File: src/rtl/receive_control_if.sv
// Byte-stream / packet-result bundle between a byte receiver and receive_control.
interface receive_control_if;
    logic        rx_valid;
    logic [7:0]  rx_data;
    logic [63:0] data_out;
    logic        packet_valid;
    logic        packet_error;
    logic [1:0]  err_code;
    logic        busy;

    modport master (
        output rx_valid, rx_data,
        input  data_out, packet_valid, packet_error, err_code, busy
    );

    modport slave (
        input  rx_valid, rx_data,
        output data_out, packet_valid, packet_error, err_code, busy
    );
endinterface

File: src/rtl/receive_control.sv
// Assembles 8-byte packets (start, id, func, 3 payload, end, xor-crc) from a
// byte strobe stream, with end-byte, checksum and inter-byte timeout checking.
module receive_control #(
    parameter logic [7:0]  START_BYTE     = 8'h11,
    parameter logic [7:0]  END_BYTE       = 8'h11,
    parameter int unsigned TIMEOUT_CYCLES = 100000
) (
    input logic clk,
    input logic rst,
    receive_control_if.slave bus
);
    localparam int unsigned CW = $clog2(TIMEOUT_CYCLES) + 1;
    localparam logic [CW-1:0] GAP_LIMIT = CW'(TIMEOUT_CYCLES - 1);

    typedef enum logic [2:0] {
        IDLE, ID, FUNC, PAY1, PAY2, PAY3, ENDING, CRC
    } state_t;

    state_t        state, next_state;
    logic [55:0]   pkt_buf;
    logic [7:0]    csum;
    logic [CW-1:0] gap_cnt;
    logic [63:0]   data_out_q;
    logic          packet_valid_q;
    logic          packet_error_q;
    logic [1:0]    err_code_q;

    logic          load_start;
    logic          load_byte;
    logic          accept;
    logic          discard;
    logic [1:0]    err_next;
    logic          timeout;

    assign timeout = (gap_cnt == GAP_LIMIT);

    always_ff @(posedge clk or posedge rst) begin
        if (rst) state <= IDLE;
        else     state <= next_state;
    end

    // A byte arriving on the expiry cycle takes priority over the timeout.
    always_comb begin
        next_state = state;
        load_start = 1'b0;
        load_byte  = 1'b0;
        accept     = 1'b0;
        discard    = 1'b0;
        err_next   = 2'b00;
        case (state)
            IDLE: begin
                if (bus.rx_valid && bus.rx_data == START_BYTE) begin
                    load_start = 1'b1;
                    next_state = ID;
                end
            end
            ID, FUNC, PAY1, PAY2, PAY3: begin
                if (bus.rx_valid) begin
                    load_byte = 1'b1;
                    case (state)
                        ID:      next_state = FUNC;
                        FUNC:    next_state = PAY1;
                        PAY1:    next_state = PAY2;
                        PAY2:    next_state = PAY3;
                        default: next_state = ENDING;
                    endcase
                end else if (timeout) begin
                    discard    = 1'b1;
                    err_next   = 2'b11;
                    next_state = IDLE;
                end
            end
            ENDING: begin
                if (bus.rx_valid) begin
                    if (bus.rx_data == END_BYTE) begin
                        load_byte  = 1'b1;
                        next_state = CRC;
                    end else begin
                        discard    = 1'b1;
                        err_next   = 2'b01;
                        next_state = IDLE;
                    end
                end else if (timeout) begin
                    discard    = 1'b1;
                    err_next   = 2'b11;
                    next_state = IDLE;
                end
            end
            CRC: begin
                if (bus.rx_valid) begin
                    next_state = IDLE;
                    if (bus.rx_data == csum) begin
                        accept = 1'b1;
                    end else begin
                        discard  = 1'b1;
                        err_next = 2'b10;
                    end
                end else if (timeout) begin
                    discard    = 1'b1;
                    err_next   = 2'b11;
                    next_state = IDLE;
                end
            end
            default: next_state = IDLE;
        endcase
    end

    always_ff @(posedge clk or posedge rst) begin
        if (rst) begin
            pkt_buf        <= '0;
            csum           <= '0;
            gap_cnt        <= '0;
            data_out_q     <= '0;
            packet_valid_q <= 1'b0;
            packet_error_q <= 1'b0;
            err_code_q     <= 2'b00;
        end else begin
            gap_cnt        <= (bus.rx_valid || next_state == IDLE) ? '0 : gap_cnt + 1'b1;
            packet_valid_q <= accept;
            packet_error_q <= discard;
            if (discard) err_code_q <= err_next;
            if (accept)  data_out_q <= {pkt_buf, bus.rx_data};
            // Bytes shift in from the bottom so byte 0 lands at [55:48] after seven loads.
            if (load_start) begin
                pkt_buf <= {pkt_buf[47:0], bus.rx_data};
                csum    <= bus.rx_data;
            end else if (load_byte) begin
                pkt_buf <= {pkt_buf[47:0], bus.rx_data};
                csum    <= csum ^ bus.rx_data;
            end
        end
    end

    assign bus.data_out     = data_out_q;
    assign bus.packet_valid = packet_valid_q;
    assign bus.packet_error = packet_error_q;
    assign bus.err_code     = err_code_q;
    assign bus.busy         = (state != IDLE);
endmodule

File: src/flat_wrapper.sv
// flat-port wrapper written by rule: the top's interface ports become plain ports
module receive_control_flat 
#(
    parameter logic [7:0]  START_BYTE     = 8'h11,
    parameter logic [7:0]  END_BYTE       = 8'h11,
    parameter int unsigned TIMEOUT_CYCLES = 100000
)
  (clk, rst, bus_rx_valid, bus_rx_data, bus_data_out, bus_packet_valid, bus_packet_error, bus_err_code, bus_busy);
  receive_control_if bus_i ();
  input logic clk;
  input logic rst;
  input wire logic [$bits(bus_i.rx_valid)-1:0] bus_rx_valid;
  input wire logic [$bits(bus_i.rx_data)-1:0] bus_rx_data;
  output wire logic [$bits(bus_i.data_out)-1:0] bus_data_out;
  output wire logic [$bits(bus_i.packet_valid)-1:0] bus_packet_valid;
  output wire logic [$bits(bus_i.packet_error)-1:0] bus_packet_error;
  output wire logic [$bits(bus_i.err_code)-1:0] bus_err_code;
  output wire logic [$bits(bus_i.busy)-1:0] bus_busy;
  assign bus_i.rx_valid = bus_rx_valid;
  assign bus_i.rx_data = bus_rx_data;
  assign bus_data_out = bus_i.data_out;
  assign bus_packet_valid = bus_i.packet_valid;
  assign bus_packet_error = bus_i.packet_error;
  assign bus_err_code = bus_i.err_code;
  assign bus_busy = bus_i.busy;
  receive_control #(.START_BYTE(START_BYTE), .END_BYTE(END_BYTE), .TIMEOUT_CYCLES(TIMEOUT_CYCLES)) u_core (.clk(clk), .rst(rst), .bus(bus_i));
endmodule
File: config.mk
export PLATFORM = sky130hd
export DESIGN_NAME = receive_control_flat
export DESIGN_NICKNAME = d
export VERILOG_FILES = /design/src/rtl/receive_control_if.sv /design/src/rtl/receive_control.sv /design/src/flat_wrapper.sv
export SDC_FILE = /design/constraint.sdc
export NUM_CORES = 1
export LEC_CHECK = 0
export ABC_AREA = 1
export CORE_ASPECT_RATIO = 0.7
export CORE_UTILIZATION = 50
export DETAILED_ROUTE_END_ITERATION = 16
export PLACE_DENSITY = 0.76
export SLEW_MARGIN = 5
export SYNTH_ARGS = -nofsm -noshare
export SYNTH_HDL_FRONTEND = slang
export SYNTH_SLANG_ARGS = --single-unit
File: constraint.sdc
create_clock -name clk -period 4.5 [get_ports clk]
set_input_delay 0.45 -clock clk [delete_from_list [all_inputs] [get_ports clk]]
set_output_delay 0.45 -clock clk [all_outputs]
set_load 0.02 [all_outputs]
; ---- After elaboration in Yosys (flattened, before gate mapping)
; Cells that the tools add are included.
[word_totals]
regBits = 153
inputBits = 11
wordCells = 63
[classes]
n_addsub = 1
n_eq_ne = 10
n_mux = 36
n_bitwise = 1
reduce_logical = 7
[op_table]
columns = op, n
row1 = $mux W56, 2
row2 = $pmux W3 S4, 2
row3 = $add A18 B1 Y18 const B, 1
row4 = $eq A18 B17 Y1 const B, 1
row5 = $mux W18, 1
row6 = $mux W3, 6
row7 = $mux W8, 2
row8 = $mux W1, 15
row9 = $eq A3 B3 Y1 const B, 4
row10 = $mux W2, 5
row11 = $eq A8 B5 Y1 const B, 1
row12 = $eq A8 B8 Y1, 1
row13 = $xor A8 B8 Y8, 1
row14 = $eq A3 B2 Y1 const B, 2
row15 = $logic_not A3 Y1, 2
row16 = $pmux W2 S3, 1
row17 = $reduce_or A5 Y1, 1
row18 = $eq A3 B1 Y1 const B, 1
row19 = $pmux W1 S3, 1
row20 = $reduce_bool A3 Y1, 1
row21 = $pmux W1 S2, 1
row22 = $reduce_bool A2 Y1, 1
row23 = $logic_and A1 B1 Y1, 1
row24 = $logic_or A1 B1 Y1, 1

; ---- Longest topological paths before layout
; Gate-level depths: netlist (run 1).
[depth]
ltp_word = 7
mapped_depth = 12
ltp_nobuf = 11

; ---- Least setup slack after synthesis (run 1)
; OpenSTA, ideal clock, no wires.
[synth_timing]
path_kind = flip-flop to flip-flop
start = reg u_core.gap_cnt[0]
end = reg u_core.gap_cnt[10]
setup_ns = 0.136
arrival_ns = 1.599
setup_slack_ns = 2.765
path_stages_with_launch = 10
path_buffers = 1
cell_sequence = dfrtp_1 ha_1 nand3_1 nor2_1 nand4_1 nand3_1 nand3_1 nor2_4 buf_6 nor3_1
[synth_between]
elab_chain_len = 7
elab_cells_between_ends = 10
[synth_rtl]
columns = item, line
row1 = start: declaration, receive_control.sv:22  ; logic [CW-1:0] gap_cnt;
row2 = start signal: assignment, receive_control.sv:118  ; gap_cnt <= (bus.rx_valid || next_state == IDLE) ? '0 : gap_cnt + 1'b1;
row3 = $eq A18 B17 Y1, receive_control.sv:35  ; assign timeout = (gap_cnt == GAP_LIMIT);
row4 = $mux W3, "receive_control.sv:67, receive_control.sv:83, receive_control.sv:98"
row5 = "$mux W3, on equally long branches", "receive_control.sv:90, receive_control.sv:58, receive_control.sv:74"
row6 = $pmux W3 S4, receive_control.sv:50  ; case (state)
row7 = $logic_not A3 Y1, receive_control.sv:118
row8 = $logic_or A1 B1 Y1, receive_control.sv:118
row9 = $mux W18 *, receive_control.sv:118
; Mark *: on every way between the ends. The rest lies on a longest branch, timed or not.
; A chain may end at the register's enable or synchronous reset.

; ---- Final worst setup path (run 1)
[layout_timing]
start = in bus_rx_valid
end = reg u_core.pkt_buf[55]
[layout_between]
elab_chain_len = 4
elab_cells_between_ends = 8
[layout_rtl]
columns = item, line
row1 = start: declaration, flat_wrapper.sv:12  ; input wire logic [$bits(bus_i.rx_valid)-1:0] bus_rx_valid;
row2 = $logic_and A1 B1 Y1, receive_control.sv:52  ; if (bus.rx_valid && bus.rx_data == START_BYTE) begin
row3 = $mux W1, receive_control.sv:52
row4 = $mux W1, receive_control.sv:50
row5 = $mux W56 or $reduce_bool A2 Y1 (tied branches), --
row6 = end signal: assignment, receive_control.sv:125  ; pkt_buf <= {pkt_buf[47:0], bus.rx_data};
row7 = end signal: assignment, receive_control.sv:128  ; pkt_buf <= {pkt_buf[47:0], bus.rx_data};
row8 = end: declaration, receive_control.sv:20  ; logic [55:0] pkt_buf;
; Several ways; a longest one is shown, not always the timed one.

==> results of run 1 <==
worst register-to-register path, delay by kind of cell, from the launching register on:
kind	cells	cell delay, ps
AO/OA/AOI/OAI	3	860
AND/OR/NAND/NOR	3	510
buffers and inverters	2	460
flip-flops	1	440
layout make-up:
type / instances / area, sq um
Multi-Input combinational cell: 432 / 2030
Inverter: 78 / 297
Timing Repair Buffer: 84 / 853
Tap cell: 157 / 196
Clock inverter: 10 / 67.6
Sequential cell: 153 / 3830
Clock buffer: 22 / 484
Fill cell: 926 / 4210
kinds of logic (layout without fill, tap and decap cells):
kind of cell    Yosys count  in the layout  share of synthesized area, %
compound gates          123            123                          10.1
xor+xnor                 22             22                          3.07
fa+ha+maj                 1              1                         0.199
buf+inv                 105            194                          6.84
flops                   153            153                          61.0
simple gates            286            286                          18.8
routing by layer:
layer  part of all wire [%]  GRT usage [%]
met1                     48           33.6
met2                     43           33.8
met3                    7.0           7.11
met4                    1.5           7.22
met5                      0              0
power by group:
part	switching [mW]	total (mW)	leakage [nW]	internal [mW]
logic	0.640	0.950	1.24	0.310
registers	0.198	1.89	2.05	1.69
clock network	0.554	1.32	0.265	0.763
total	1.39	4.16	3.56	2.76
synth_stat cells (2+ instances only):
cell type,n,area share [%]
sky130_fd_sc_hd__nand4_1,9,0.90
sky130_fd_sc_hd__o21ai_1,14,1.1
sky130_fd_sc_hd__and3_1,2,0.20
sky130_fd_sc_hd__dfrtp_1,153,61
sky130_fd_sc_hd__clkinv_1,2,0.12
sky130_fd_sc_hd__nand3_1,15,1.2
sky130_fd_sc_hd__inv_2,3,0.18
sky130_fd_sc_hd__o21ai_0,103,8.2
sky130_fd_sc_hd__inv_1,73,4.4
sky130_fd_sc_hd__buf_6,2,0.36
sky130_fd_sc_hd__xnor2_1,3,0.42
sky130_fd_sc_hd__nand2_1,202,12
sky130_fd_sc_hd__nor3_1,24,1.9
sky130_fd_sc_hd__clkbuf_1,11,0.66
sky130_fd_sc_hd__nor2_1,28,1.7
sky130_fd_sc_hd__xor2_1,19,2.7
sky130_fd_sc_hd__buf_2,13,1.0
sequential cells by signal, indices dropped and copies added, names as in the netlist:
signal and count:
u_core.bus.packet_error 1, u_core.bus.err_code 2, u_core.csum 8, u_core.bus.packet_valid 1
u_core.pkt_buf 56, u_core.bus.data_out 64, u_core.state 3, u_core.gap_cnt 18
worst paths after layout:
check / start / endpoint / slack, ps / depth (start not counted)
max: bus_rx_valid / u_core.pkt_buf[55] / 1940 / 6
min: u_core.bus.data_out[36] / u_core.bus.data_out[36] / 480 / 2
max reg2reg: u_core.state[0] / u_core.pkt_buf[55] / 2140 / 8
min reg2reg: u_core.bus.data_out[36] / u_core.bus.data_out[36] / 480 / 2
max in group asynchronous: rst / u_core.gap_cnt[12] / 3280 / 3
min in group asynchronous: rst / u_core.bus.data_out[39] / 610 / 3
==> results.txt, run 1 <==
DP HPWL = 9.31 mm
Starting Density = 52.4%
Most common cell after layout, fill and taps aside = sky130_fd_sc_hd__nand2_1
Worst setup slack after placement = 1580 ps
Vias in the first global route = 4542
Syn Nets = 702
Synth warn = 0
Maximum clock frequency = 390 MHz
Sequential share of the synthesized area = 61.0%
Final net count = 778
Die Height = 95.8 um
Tightest slew margin relative to the limit = 46.7%
Leak pwr = 3.56 nW
Crit path DAT = 2880 ps
Num CTS Buffers = 17
Crit-path cells = clkdlybuf4s50_1, clkinv_1, a21oi_4, buf_12, nand2_1, o21ai_0
Total iterations of the first detailed-routing run = 4
Average wire per standard cell = 14.7 um
Outcome = finished clean
GRT overflow = 0
Avg Cell Area, Syn = 9.10 sq um
Placed Area = 7210 sq um
Number of diodes added for antenna fixing = 0
Crit path capture type = flip-flop
Number of placed I/O pins = 80
Placeable core region = 12000 sq um
Startpoint types = primary input
Unrepaired setup endpoints after global routing = false
Reg clk slew, reported paths = 60 ps
Total power = 4.16 mW
Count of H-tree levels built during CTS = 4
Power per standard cell area = 536 nW/um^2
Critical Path Max Stage Delay = 770 ps
Number of flops mapped to enable cells by yosys = 0
Proportion of layout cells with a drive suffix above 1 = 6.03%
Cell Area, Synth = 6280 sq um
Final period demand of the worst path = 2560 ps
Longest Clk Path Bufs = 2
Remaining routing DRC violations = 0
Top_reg_cell synth = sky130_fd_sc_hd__dfrtp_1
Share of the core filled with cells in the final layout = 64.8%
Clock insertion delay at the later pin of the skew report = 420 ps
Number of placed cells counting well taps = 904
Critical-path cell with the highest stage delay = sky130_fd_sc_hd__clkdlybuf4s50_1
Post-synthesis cell count = 690
Global-route usage over all layers = 23.3%
Die outline area = 13000 sq um
Type of the setup path with the least slack = primary input to flip-flop
Number of placement rows = 33
Total Routed Length = 13.8 mm
Port bufs = 79
Clock root cell = sky130_fd_sc_hd__clkbuf_16
Final cell count without fillers = 936
Max-cap viol count = 0
Iteration-0 DRC Markers = 360
Post-route fraction of the period consumed by the critical path = 56.9%
Number of clock sinks seen by CTS = 153
Global-route wire length before repair = 22.8 mm
Library cells used by synthesis = 31
CTS tree = yes
Final Hold Viols = 0
# resized after CTS = 0
Synthesis-to-layout area growth = 23.6%
Maximum fanout count along the critical path = 77
Slew at the pin closest to its max-slew limit = 799 ps
Critical Path RT = 4820 ps
Width of the chip = 136 um
Delay-heaviest family, CP = buffers and inverters
Number of antenna violations at the first check in global routing = 0
Post-synthesis sequential element count = 153
Pins over their slew limit = 0
Worst min path class = flip-flop to flip-flop
Weighted congestion at the end of routability-driven global placement = 0.861
Number of post-CTS setup repair buffers = 0
Number of endpoints failing setup at the final stage = 0
IR drop worst, VDD = 0.394 mV
Total buffers and inverters traversed by the critical path = 3
Final non-filler cell area = 7760 sq um
Hold buffer count at CTS = 0
Commonest cells after routing, fill and taps aside = sky130_fd_sc_hd__nand2_1, sky130_fd_sc_hd__dfrtp_1, sky130_fd_sc_hd__o21ai_0, sky130_fd_sc_hd__clkdlybuf4s50_1, sky130_fd_sc_hd__inv_1
Via density per instance = 5.23
Async set or reset register ratio after synthesis = 100%
Worst Slack Setup Final = 1940 ps
Min Hold Slack = 481 ps
Skew final = 7.11 ps
Largest net degree at the start of global routing = 154
Antenna viol nets, final = 0
Total Negative Setup Slacks = 0 ps
Total number of vias = 4896
Note: power is estimated with default switching activity, not from simulation.
==> run 2, diff against run 1 <==
==> constraint.sdc (replaced) <==
create_clock -name clk -period 2.3 [get_ports clk]
set_input_delay 0.23 -clock clk [delete_from_list [all_inputs] [get_ports clk]]
set_output_delay 0.23 -clock clk [all_outputs]
set_load 0.02 [all_outputs]
==> results.txt, run 2 (same netlist as run 1, synthesis figures left out) <==
Outcome = finished clean
Share of the core filled with cells in the final layout = 66.2%
Final Hold Viols = 0
Global-route usage over all layers = 24.7%
GRT overflow = 0
Global-route wire length before repair = 24.4 mm
Antenna viol nets, final = 0
Proportion of layout cells with a drive suffix above 1 = 7.46%
Maximum fanout count along the critical path = 4
Critical Path RT = 2070 ps
Clock insertion delay at the later pin of the skew report = 420 ps
Hold buffer count at CTS = 0
Die outline area = 13000 sq um
Max-cap viol count = 0
Weighted congestion at the end of routability-driven global placement = 0.957
Number of antenna violations at the first check in global routing = 0
Clock root cell = sky130_fd_sc_hd__clkbuf_16
IR drop worst, VDD = 0.724 mV
Crit path capture type = output port
Via density per instance = 5.25
Final non-filler cell area = 7930 sq um
Skew final = 6.57 ps
Slew at the pin closest to its max-slew limit = 488 ps
Total iterations of the first detailed-routing run = 5
Placeable core region = 12000 sq um
Number of endpoints failing setup at the final stage = 0
Most common cell after layout, fill and taps aside = sky130_fd_sc_hd__nand2_1
Final period demand of the worst path = 2140 ps
Pins over their slew limit = 0
Reg clk slew, reported paths = 60 ps
Longest Clk Path Bufs = 2
Die Height = 95.8 um
Post-route fraction of the period consumed by the critical path = 92.8%
Iteration-0 DRC Markers = 510
Power per standard cell area = 1050 nW/um^2
Flip-flop count of the largest register after layout = 64
Number of placed I/O pins = 80
Total number of vias = 4976
Port bufs = 79
Number of clock sinks seen by CTS = 153
Remaining routing DRC violations = 0
Average wire per standard cell = 15.1 um
Width of the chip = 136 um
Leak pwr = 3.64 nW
Crit path DAT = 1910 ps
Total Negative Setup Slacks = 0 ps
Total power = 8.34 mW
Tightest slew margin relative to the limit = 67.2%
Startpoint types = flip-flop
Number of placed cells counting well taps = 914
Number of diodes added for antenna fixing = 0
Maximum clock frequency = 468 MHz
Final net count = 790
Number of placement rows = 33
CTS tree = yes
Synthesis-to-layout area growth = 26.2%
Type of the setup path with the least slack = flip-flop to output port
Num CTS Buffers = 17
Total Routed Length = 14.3 mm
Largest net degree at the start of global routing = 85
Worst min path class = primary input to async pin
Count of H-tree levels built during CTS = 4
Starting Density = 52.4%
Unrepaired setup endpoints after global routing = false
Commonest cells after routing, fill and taps aside = sky130_fd_sc_hd__nand2_1, sky130_fd_sc_hd__dfrtp_1, sky130_fd_sc_hd__o21ai_0, sky130_fd_sc_hd__clkdlybuf4s50_1, sky130_fd_sc_hd__inv_1
Vias in the first global route = 4884
Number of filler instances in the final layout = 912
DP HPWL = 9.70 mm
Placed Area = 7350 sq um
Final cell count without fillers = 948
run 2: cell types whose count changed in the layout (fill, tap and decap cells not counted), sizes merged:
cell and change:
bufinv +1, clkbuf -2, buf +12, clkinv +3, inv -2
run 2: area by class of cell:
cell class	instances	area, sq um	area share (%)
inverter	78	297	3.74
timing repair buffer	96	1020	12.9
clock buffer	20	447	5.64
sequential	153	3830	48.3
clock inverter	12	103	1.29
multi-input combinational	432	2040	25.7
tap	157	196	2.48
run 2: critical path: stages, from the launching register on:
cell,delay (ps)
sky130_fd_sc_hd__dfrtp_1,430
sky130_fd_sc_hd__inv_2,90
sky130_fd_sc_hd__nand2_1,120
sky130_fd_sc_hd__nor2_2,230
sky130_fd_sc_hd__inv_1,60
sky130_fd_sc_hd__clkdlybuf4s50_1,540
run 2: what timing repair did:
item | 4_1_cts | 5_1_grt
gates resized for setup | 0 | 1
setup endpoints to repair | 0 | 11
setup buffers | 0 | 2
run 2: stage by stage:
stage	hold slack [ps]	setup slack, ps
final	158	165
after global routing	180	52.2
after CTS	160	95.0
after detailed placement	465	97.5
after global placement	464	220
after floorplan	340	139
run 2: routing by layer:
layer	wire length, um	GRT usage, %	part of all wire (%)	up-vias
li1	-	-	-	2369
met1	6660	34.4	47	2422
met2	6490	37.4	45	162
met3	920	7.21	6.4	23
met4	219	7.87	1.5	0
met5	0	0	0	-
run 2: path summary, 6_finish.rpt:
check | from | slack [ps] | end | cells after the start
max in group asynchronous | rst | 1450 | u_core.pkt_buf[2] | 4
setup reg to reg | u_core.gap_cnt[0] | 270 | u_core.gap_cnt[2] | 9
hold / removal | rst | 160 | u_core.bus.data_out[40] | 2
setup / recovery | u_core.state[0] | 160 | bus_busy | 5
hold reg to reg | u_core.bus.data_out[35] | 480 | u_core.bus.data_out[35] | 2
min in group clk | u_core.bus.data_out[35] | 480 | u_core.bus.data_out[35] | 2
run 2: power by group:
| part | switching, mW | internal [mW] |
|---|---|---|
| Sequential | 0.380 | 3.31 |
| Combinational | 1.30 | 0.744 |
| Clock | 1.10 | 1.51 |
| Total | 2.78 | 5.56 |
